$ cat config.mk
export PLATFORM = sky130hd
export DESIGN_NAME = step_pulse_gen
export DESIGN_NICKNAME = d
export VERILOG_FILES = /design/src/rtl/step_pulse_gen_pkg.sv /design/src/rtl/step_pulse_gen_step_phase_ctr.sv /design/src/rtl/step_pulse_gen.sv
export SDC_FILE = /design/constraint.sdc
export NUM_CORES = 1
export LEC_CHECK = 0
export ABC_AREA = 1
export CAP_MARGIN = 0
export CORE_MARGIN = 1.5
export CORE_UTILIZATION = 35
export CTS_CLUSTER_DIAMETER = 150
export DETAILED_ROUTE_END_ITERATION = 12
export PLACE_DENSITY = 0.56
export RECOVER_POWER = 100
export SLEW_MARGIN = 20
export SYNTH_ARGS = -nofsm -noshare
export SYNTH_HDL_FRONTEND = slang
export SYNTH_SLANG_ARGS = --single-unit
$ cat constraint.sdc
create_clock -name clk -period 3.1 [get_ports clk]
set_input_delay 0.93 -clock clk [delete_from_list [all_inputs] [get_ports clk]]
set_output_delay 0.93 -clock clk [all_outputs]
set_load 0.02 [all_outputs]
$ cat src/rtl/step_pulse_gen_pkg.sv
// Shared definitions for the step pulse generator: FSM state encoding and
// default widths for the period and pulse-count datapaths.
package step_pulse_gen_pkg;

   localparam int DEF_WIDTH_TR  = 16;
   localparam int DEF_WIDTH_CNT = 16;

   typedef enum logic [1:0] {
      ST_IDLE = 2'd0,
      ST_RUN  = 2'd1,
      ST_DONE = 2'd2,
      ST_HOLD = 2'd3
   } state_t;

endpackage

$ cat src/rtl/step_pulse_gen_step_phase_ctr.sv
// Phase counter and step shaper: counts 0..period-1, drives step high for the
// last floor(period/2) phases and flags the final phase as the pulse boundary.
module step_phase_ctr
   import step_pulse_gen_pkg::*;
#(
   parameter int WIDTH_TR = DEF_WIDTH_TR
) (
   input  logic                clk,
   input  logic                rst,
   input  logic                enable,
   input  logic [WIDTH_TR-1:0] period,
   output logic                step,
   output logic                boundary
);

   logic [WIDTH_TR-1:0] ph;
   logic [WIDTH_TR-1:0] ph_inc;
   logic [WIDTH_TR-1:0] high_start;

   always_comb begin
      ph_inc     = ph + WIDTH_TR'(1);
      high_start = period - (period >> 1);
      boundary   = (ph == (period - WIDTH_TR'(1)));
   end

   // step is computed from the next phase so the registered output lines up
   // with ph; the wrap phase 0 is always in the low half for period >= 2.
   always_ff @(posedge clk) begin
      if (rst || !enable) begin
         ph   <= '0;
         step <= 1'b0;
      end else if (boundary) begin
         ph   <= '0;
         step <= 1'b0;
      end else begin
         ph   <= ph_inc;
         step <= (ph_inc >= high_start);
      end
   end

endmodule

$ cat src/rtl/step_pulse_gen.sv
// Step/direction pulse generator for a stepper driver: free-running or counted
// runs with period and direction changes applied only at pulse boundaries.
module step_pulse_gen
   import step_pulse_gen_pkg::*;
#(
   parameter int WIDTH_TR  = DEF_WIDTH_TR,
   parameter int WIDTH_CNT = DEF_WIDTH_CNT
) (
   input  logic                 clk,
   input  logic                 rst,
   input  logic                 drv_en,
   input  logic                 dir,
   input  logic                 counter_en,
   input  logic [WIDTH_TR-1:0]  period,
   input  logic [WIDTH_CNT-1:0] pulse_target,
   output logic                 step,
   output logic                 dir_out,
   output logic                 busy,
   output logic                 done,
   output logic [WIDTH_CNT-1:0] pulse_cnt
);

   state_t               state;
   state_t               state_next;
   logic [WIDTH_TR-1:0]  p_reg;
   logic [WIDTH_CNT-1:0] cnt_inc;
   logic                 boundary;
   logic                 period_ok;
   logic                 entering_run;
   logic                 staying_run;
   logic                 leaving_idle;
   logic                 pulse_done;

   step_phase_ctr #(
      .WIDTH_TR (WIDTH_TR)
   ) u_phase (
      .clk      (clk),
      .rst      (rst),
      .enable   (staying_run),
      .period   (p_reg),
      .step     (step),
      .boundary (boundary)
   );

   // Next-state logic; drv_en low overrides everything and returns to IDLE.
   always_comb begin
      state_next = state;
      cnt_inc    = pulse_cnt + WIDTH_CNT'(1);
      period_ok  = (period >= WIDTH_TR'(2));
      if (!drv_en) begin
         state_next = ST_IDLE;
      end else begin
         case (state)
            ST_IDLE: begin
               if (counter_en && (pulse_target == '0))
                  state_next = ST_DONE;
               else if (period_ok)
                  state_next = ST_RUN;
            end
            ST_RUN: begin
               if (boundary) begin
                  if (counter_en && (cnt_inc == pulse_target))
                     state_next = ST_DONE;
                  else if (!period_ok)
                     state_next = ST_IDLE;
               end
            end
            ST_DONE: state_next = ST_HOLD;
            ST_HOLD: begin
               if (!counter_en)
                  state_next = ST_IDLE;
            end
            default: state_next = ST_IDLE;
         endcase
      end
   end

   always_comb begin
      entering_run = (state != ST_RUN) && (state_next == ST_RUN);
      staying_run  = (state == ST_RUN) && (state_next == ST_RUN);
      leaving_idle = (state == ST_IDLE) && (state_next != ST_IDLE);
      pulse_done   = (state == ST_RUN) && boundary && drv_en;
   end

   // Period and direction are only sampled at run entry or a completed pulse.
   always_ff @(posedge clk) begin
      if (rst) begin
         state     <= ST_IDLE;
         busy      <= 1'b0;
         done      <= 1'b0;
         dir_out   <= 1'b0;
         p_reg     <= '0;
         pulse_cnt <= '0;
      end else begin
         state <= state_next;
         busy  <= (state_next == ST_RUN);
         done  <= (state_next == ST_DONE);
         if (leaving_idle)
            pulse_cnt <= '0;
         else if (pulse_done)
            pulse_cnt <= cnt_inc;
         if (entering_run || pulse_done) begin
            p_reg   <= period;
            dir_out <= dir;
         end
      end
   end

endmodule

# Yosys cells after proc, flatten, opt, wreduce, memory -nomap -nowiden
# Index checks and enable logic that the tools add are counted.
totals:
  ff_bits: 54
  input_bits: 37
  output_inout_bits: 20
  word_cells: 45
op_classes:
  add_sub_neg: 4
  magnitude_cmp: 2
  n_eq_ne: 8
  muxes: 8
  reduce_logical: 15
op_table:
  columns: ["cell", "n"]
  rows:
  - ["adder 16 x 1 -> 16 bit (second input constant)", 2]
  - ["== test 16 bit", 2]
  - [">= comparator 16 bit", 1]
  - [">= comparator 16 x 2 -> 1 bit (second input constant)", 1]
  - ["zero test 16 bit", 1]
  - ["subtractor 16 x 1 -> 16 bit (second input constant)", 1]
  - ["subtractor 16 x 15 -> 16 bit", 1]
  - ["two-way mux 2 bit", 7]
  - ["case mux 2 bit (4 select lines)", 1]
  - ["logical AND 1 bit", 7]
  - ["== test 2 bit (second input constant)", 3]
  - ["== test 2 x 1 -> 1 bit (second input constant)", 2]
  - ["OR reduction 2 bit", 2]
  - ["zero test 2 bit", 1]
  - ["logical OR 1 bit", 2]
  - ["!= test 2 x 1 -> 1 bit (second input constant)", 1]
  - ["nonzero test 2 bit", 1]
  - ["zero test 1 bit", 1]

# Depth between registers and ports, before layout
# Gate-level depths: netlist (run 1).
logic_depth:
  depth_word: 12
  depth_mapped: 21
  ltp_nobuf: 20

# By module
# From an unflattened synthesis (run 1), not the netlist that was laid out.
unflattened:
  hier_cells: 844
  hier_area_um2: 5361.4
by_module_without_submodules:
  columns: ["module", "instances", "cells_per_inst", "area_per_inst_um2", "seq_area_each_um2"]
  rows:
  - ["step_phase_ctr", 1, 447, 2771.4, 340.3]
  - ["step_pulse_gen", 1, 397, 2590.0, 740.7]

# Least setup slack after synthesis (run 1)
# Ideal clock, no wire load.
synth_timing:
  path_type: "register -> register"
  from: "register p_reg[2]"
  to: "register u_phase.step"
  setup_time_ns: 0.116
  t_arrival_ns: 2.951
  t_required_ns: 2.984
  path_slack_ns: 0.033
  stages_incl_launch_ff: 20
  path_buffers: 0
  period_less_slack_ns: 3.067
  path_cell_list: "dfxtp_1 inv_1 ha_1 nor2_1 nand2_1 nand2_1 a21oi_1 o21ai_0 nand2_1 a22oi_1 a21boi_0 o21ai_0 xor2_1 ha_1 nand2_1 nor2_1 a211oi_1 nand2_1 a21oi_1 nor2_2"
synth_via:
  elab_chain_cells: 10
  elab_cells_between_ends: 12
  classes_between: "2 x add/sub; 1 x order compare; 2 x eq/ne; 3 x mux; 4 x reduce/logical"
synth_lines:
  columns: ["element", "line_no", "source"]
  rows:
  - ["start: declaration", "step_pulse_gen.sv:25", "logic [WIDTH_TR-1:0] p_reg;"]
  - ["start signal: assignment", "step_pulse_gen.sv:103", "p_reg <= period;"]
  - ["subtractor 16 x 1 -> 16 bit", "step_pulse_gen_step_phase_ctr.sv:23", "boundary = (ph == (period - WIDTH_TR'(1)));"]
  - ["== test 16 bit", "step_pulse_gen_step_phase_ctr.sv:23", null]
  - ["two-way mux 2 bit", "step_pulse_gen.sv:61", "if (boundary) begin"]
  - ["case mux 2 bit (4 select lines)", "step_pulse_gen.sv:53", "case (state)"]
  - ["two-way mux 2 bit", "step_pulse_gen.sv:50", "if (!drv_en) begin"]
  - ["== test 2 x 1 -> 1 bit", "step_pulse_gen.sv:80", "staying_run = (state == ST_RUN) && (state_next == ST_RUN);"]
  - ["logical AND 1 bit", "step_pulse_gen.sv:80", null]
  - ["zero test 1 bit", "step_pulse_gen_step_phase_ctr.sv:29", "if (rst || !enable) begin"]
  - ["logical OR 1 bit", "step_pulse_gen_step_phase_ctr.sv:29", null]
  - ["OR reduction 2 bit (no line)", null, null]
  - ["end signal: assignment", "step_pulse_gen_step_phase_ctr.sv:37", "step <= (ph_inc >= high_start);"]
  - ["end: declaration", "step_pulse_gen_step_phase_ctr.sv:12", "output logic step,"]
# Parallel ways exist; a longest one is shown, timed or not.
# A chain may end at the register's enable or synchronous reset.

# Worst setup path in the final report (run 1)
layout_timing:
  from: "register p_reg[0]"
  to: "register u_phase.step"
# Same word-level chain as after synthesis.

==> results.toml, run 1 <==
[die]
fp-row-count = 43
ioPinCount = 57
die_area_sq_um = 15300
die_w_um = 124
initial_core_util = 0.363
core_sq_um = 14000
dieHeight_um = 124

[sta]
hold_viol = 0
relSlewSlack = 0.731
max_freq_ghz = 0.337
layout_min_cycle_time_ps = 2960
tightest_slew_ps = 400
setup_slack_ps = 137
drv_slew = 0
fin_worst_skew_ps = 11.2
rsz0062_at_grt = "yes"
period_share = 0.956
setup_viol = 0

[worst_hold_path]
min_path_cells = 1
hold_end = "u_phase.ph[0]"
hold_class = "flip-flop to flip-flop"
hp-start = "u_phase.ph[0]"

[synthesis]
ys_warn_count = 0
synth.avg_cell_area_sq_um = 6.25
ys_seq_elements = 54
netlist_instances = 816
async_flop_share = 0
syn_area_sq_um = 5100
synth.distinct_cells = 43
ys.flop_type = "dfxtp_1"
yosysSeqAreaShare = 0.212
syn-num-nets = 903
synth_edf_count = 0

[status]
status = "finished, final reports clean"

[placed_design]
io_buffers = 56
place_ws_ps = -48.1
place_congestion = 0.841
hpwl_mm = 11.3

[clocking]
holdBufCountCts = 0
clock_latency_ps = 310
cts_root_buf = "clkbuf_16"
cts_tree = "done"
clockBufferDepth = 2
cts_buffers = 5
htreeDepth = 2
clk_pin_slew_ps = 80
clock-sinks = 54

[route]
vias = 5138
routed_via_density = 4.68
drt_first_pass_iters = 4
drt_first_iter_violations = 241
antenna_left = 0
post-route-drc-count = 0
route.detailed.wl_per_inst_um = 12.9
wl_mm = 14.2

[power_and_ir_drop]
pwr-share-comb = 0.421
leakagePower_nw = 3.19
pwr-share-clk = 0.275
powerDensity_nw_per_um2 = 373
p_sw_frac = 0.359
seqPwrFrac = 0.304
ir_drop_v = 0.000213
total_power_mw = 2.43
p_int_mw = 1.56
p_sw_uw = 874

[global_route]
antenna_found_initial = 0
grt_pass1_wl_mm = 22.5
grt_overflow_total = 0
grt_max_degree = 36
grt_usage = 0.189
grt_pass1_vias = 4682

[critical_path]
r2r_slack_ps = 140
worstSetupEndpointType = "flip-flop"
critical_path_required_ps = 3300
crit_arrival_ps = 3160
cp-start-kind = "flip-flop"
reg2reg_from = "p_reg[0]"
worst-setup-path-type = "flip-flop to flip-flop"
path_max_fanout = 3
r2r_end = "u_phase.step"
reg2reg_depth = 18

[job]
drv_cap = 0

[finish]
area_delta_synth_final_pct = 27.8
final_common_cell = "nand2_1"
fillers = 1483
nets = 1004
final_cell_mix = "nand2_1 (198), inv_1 (119), nor2_1 (96)"
final_util = 0.464
n_antenna_cell = 0
final_layout_size_suffix_gt1_frac = 0.143
## per-layer routing
layer / vias up / global-route usage / wire length [um]
met5: - / 0 / 0
met4: 0 / 0.0474 / 228
met3: 15 / 0.0394 / 475
met2: 67 / 0.320 / 6590
met1: 2252 / 0.246 / 6920
li1: 2804 / - / -
## worst max path at each step
stage / start / to / depth (start not counted)
final: p_reg[0] / u_phase.step / 18
after global routing: p_reg[2] / u_phase.step / 19
after CTS: p_reg[2] / u_phase.step / 19
after detailed placement: p_reg[2] / u_phase.step / 19
after global placement: p_reg[2] / u_phase.step / 19
after floorplan: p_reg[2] / u_phase.step / 19
## synth_stat cells, types with 2 or more instances
library cell,n,area [sq um]
a21boi_0,3,22.5
a21o_1,2,15.0
a21oi_1,60,300
a221oi_1,2,17.5
buf_4,2,15.0
buf_6,2,22.5
clkbuf_1,7,26.3
clkinv_1,2,7.51
dfxtp_1,54,1080
ha_1,49,613
inv_1,123,462
inv_2,3,11.3
mux2i_1,2,20.0
nand2_1,202,758
nand2_2,6,37.5
nand3_1,72,360
nand3b_1,2,15.0
nand4_1,16,100
nor2_1,94,353
nor2_2,25,156
nor2_4,4,45.0
nor3_1,7,35.0
nor4_1,8,50.1
o21a_1,3,22.5
o21ai_0,16,80.1
o21bai_1,3,22.5
or2_2,2,12.5
xnor2_1,3,26.3
xor2_1,28,245
## critical path, cell delays in order, from the launching register on
cell      delay [ps]
dfxtp_2          330
inv_1             50
ha_2             170
inv_2             70
fa_2             220
a21oi_2           70
nor2_4           120
nor2_4            60
o41ai_4          360
nand2_1          120
a21oi_2          210
xor2_1           200
ha_1             260
nand2_2           80
nor2_1            40
a211oi_1         210
nand2_1          100
a21oi_2          150
nor2_2            40
## through the flow
step                      TNS, ps  cell area (sq um)  hold WS (ps)  std cells
after floorplan                 0               5100           454        816
after global placement      -34.5               6200           492       1084
after detailed placement     -295               6200           495       1084
after CTS                       0               6360           517       1092
after global routing         -142               6510           502       1098
final                           0               6510           474       1098
## power by group through the flow
stage | Clock, mW | Sequential [mW] | Combinational [mW]
floorplan | 0 | 0.752 | 0.608
global placement | 0 | 0.753 | 0.916
detailed placement | 0 | 0.753 | 0.915
CTS | 0.693 | 0.736 | 0.923
global route | 0.716 | 0.743 | 1.15
finish | 0.670 | 0.739 | 1.02
## cells by family (layout without fill, tap and decap cells)
| group | after synthesis | after routing | synth area share |
|---|---|---|---|
| AO/OA/AOI/OAI | 96 | 96 | 0.105 |
| XOR/XNOR | 33 | 33 | 0.0623 |
| adder cells (fa/ha/maj) | 50 | 50 | 0.124 |
| buffers and inverters | 140 | 242 | 0.108 |
| flip-flops | 54 | 54 | 0.212 |
| multiplexers | 2 | 2 | 0.00393 |
| AND/OR/NAND/NOR | 441 | 441 | 0.385 |
## area by class of cell
| cell class | instances | area, sq um | share of cell area |
|---|---|---|---|
| well taps | 180 | 225 | 0.0346 |
| flip-flops and latches | 54 | 1090 | 0.167 |
| inverters | 128 | 483 | 0.0741 |
| repair buffers | 106 | 968 | 0.149 |
| multi-input cells | 622 | 3580 | 0.550 |
| clock inverters | 2 | 37.5 | 0.00576 |
| clock buffers | 6 | 129 | 0.0198 |
## repair_timing
item	in CTS	in global routing
endpoints found under the setup margin	1	50
buffers inserted	0	6
pin swaps	0	31
gates resized for setup	2	46
Power figures use the tool's default switching activity.
==> inputs of run 2 (changes only) <==
--- a/config.mk
+++ b/config.mk
@@ -13,6 +13,7 @@
 export DETAILED_ROUTE_END_ITERATION = 12
 export PLACE_DENSITY = 0.56
 export RECOVER_POWER = 100
+export SETUP_SLACK_MARGIN = 0.1
 export SLEW_MARGIN = 20
 export SYNTH_ARGS = -nofsm -noshare
 export SYNTH_HDL_FRONTEND = slang
==> run 2 against run 1 <==
  * Clock-buffer cell count stayed put
  * Global-route usage is 0.52 points higher
  * Core utilization is 0.57 points higher
  * Sequential share of layout area is 0.26 points lower
  * Wire length is 0.96% higher
  * Via count is 1.6% higher
  * Die area stayed put
  * Register-to-register slack worse by 20 ps
  * Non-clock buffer count is 10 higher
  * Total power is 0.23% higher
  * Combinational power hardly changed
  * Fmax is 0.66% lower
  * Critical endpoint unchanged
==> results.toml, run 2 (synthesized netlist as in run 1, its figures left out) <==
[power_and_ir_drop]
ir_drop_v = 0.000212
total_power_mw = 2.44
seqPwrFrac = 0.303
powerDensity_nw_per_um2 = 370
p_sw_frac = 0.357
pwr-share-comb = 0.422
pwr-share-clk = 0.275
p_sw_uw = 870
leakagePower_nw = 3.23
p_int_mw = 1.57

[sta]
drv_slew = 0
fin_worst_skew_ps = 7.39
setup_tns_ps = 0
hold_viol = 0
tightest_slew_ps = 425
setup_slack_ps = 117
max_freq_ghz = 0.335
layout_min_cycle_time_ps = 2980
relSlewSlack = 0.716
rsz0062_at_grt = "yes"
period_share = 0.962
setup_viol = 0

[die]
die_area_sq_um = 15300
ioPinCount = 57
fp-row-count = 43
dieHeight_um = 124
initial_core_util = 0.363
core_sq_um = 14000
die_w_um = 124

[clocking]
cts_root_buf = "clkbuf_16"
clock-sinks = 54
cts_buffers = 5
clk_pin_slew_ps = 80
cts_tree = "done"
clockBufferDepth = 2
clock_latency_ps = 310
htreeDepth = 2

[worst_hold_path]
hold_class = "flip-flop to flip-flop"

[route]
vias = 5222
antenna_left = 0
routed_via_density = 4.71
post-route-drc-count = 0
drt_first_iter_violations = 232
drt_first_pass_iters = 4
wl_mm = 14.3
route.detailed.wl_per_inst_um = 12.9

[global_route]
grt_overflow_total = 0
grt_pass1_vias = 4854
grt_max_degree = 22
grt_usage = 0.195
grt_pass1_wl_mm = 23.4
antenna_found_initial = 0

[placed_design]
io_buffers = 56
place_ws_ps = -37.6
place_congestion = 0.845
hpwl_mm = 11.6

[critical_path]
path_max_fanout = 4
worstSetupEndpointType = "flip-flop"
worst-setup-path-type = "flip-flop to flip-flop"
crit_arrival_ps = 3190
cp-start-kind = "flip-flop"
critical_path_required_ps = 3300

[finish]
fillers = 1515
final_layout_size_suffix_gt1_frac = 0.152
area_delta_synth_final_pct = 29.3
multi_input_area_sq_um = 3590
seqCellArea_sq_um = 1080
final_common_cell = "nand2_1"
nets = 1014
n_antenna_cell = 0
final_cell_mix = "nand2_1 (198), inv_1 (120), nor2_1 (91)"

[job]
drv_cap = 0

[status]
status = "finished, final reports clean"
## run 2: routing by layer
metal / up-vias / global-route usage / wire length [um]
met5: - / 0 / 0
met4: 0 / 0.0524 / 219
met3: 13 / 0.0348 / 462
met2: 71 / 0.321 / 6510
met1: 2308 / 0.261 / 7150
li1: 2830 / - / -
## run 2: cell type report
type / instances / area share
multi-input cells: 622 / 0.545
flip-flops and latches: 54 / 0.165
clock buffers: 6 / 0.0195
well taps: 180 / 0.0342
clock inverters: 2 / 0.00569
repair buffers: 116 / 0.158
inverters: 128 / 0.0732
## run 2: through the flow
stage	instance area, sq um	utilization	hold slack (ps)	std cells
after floorplan	5100	-	454	816
final	6590	0.470	516	1108
after global placement	6260	0.446	496	1094
after global routing	6590	0.470	594	1108
after detailed placement	6260	0.446	496	1094
after CTS	6470	0.461	515	1103
## run 2: worst paths after layout
path / end / slack (ps) / cells after the start / from
worst max register to register: u_phase.step / 120 / 19 / p_reg[3]
worst max-delay path: u_phase.step / 120 / 19 / p_reg[3]
worst min register to register: u_phase.ph[0] / 520 / 1 / u_phase.ph[0]
worst min-delay path: u_phase.ph[0] / 520 / 1 / u_phase.ph[0]
## run 2: power by group through the flow
stage | sequential, mW | combinational, mW | clock [mW]
detailed placement | 0.754 | 0.943 | 0
CTS | 0.738 | 0.977 | 0.684
floorplan | 0.752 | 0.610 | 0
global placement | 0.754 | 0.947 | 0
global route | 0.742 | 1.17 | 0.711
finish | 0.739 | 1.03 | 0.669
## run 2: worst max-delay path, stage by stage (launching register included)
cell      delay, ps
dfxtp_1         330
inv_1            70
buf_4           160
ha_1            210
a21oi_1         170
nand2_2          90
a21oi_2         190
o21ai_2          80
nand2_1          80
a22oi_2          80
a21boi_2        170
buf_4           130
xor2_1          150
ha_1            270
a21oi_2         160
nor2_2           60
a211oi_2        180
nand2_1         110
a21oi_2         160
nor2_2           40
## run 2: repair_timing
| action | 4_1_cts | 5_1_grt |
|---|---|---|
| hold buffers | 0 | 0 |
| setup endpoints to repair | 1 | 50 |
| gates resized for setup | 7 | 31 |
| pin swaps | 1 | 19 |
| setup buffers | 1 | 5 |
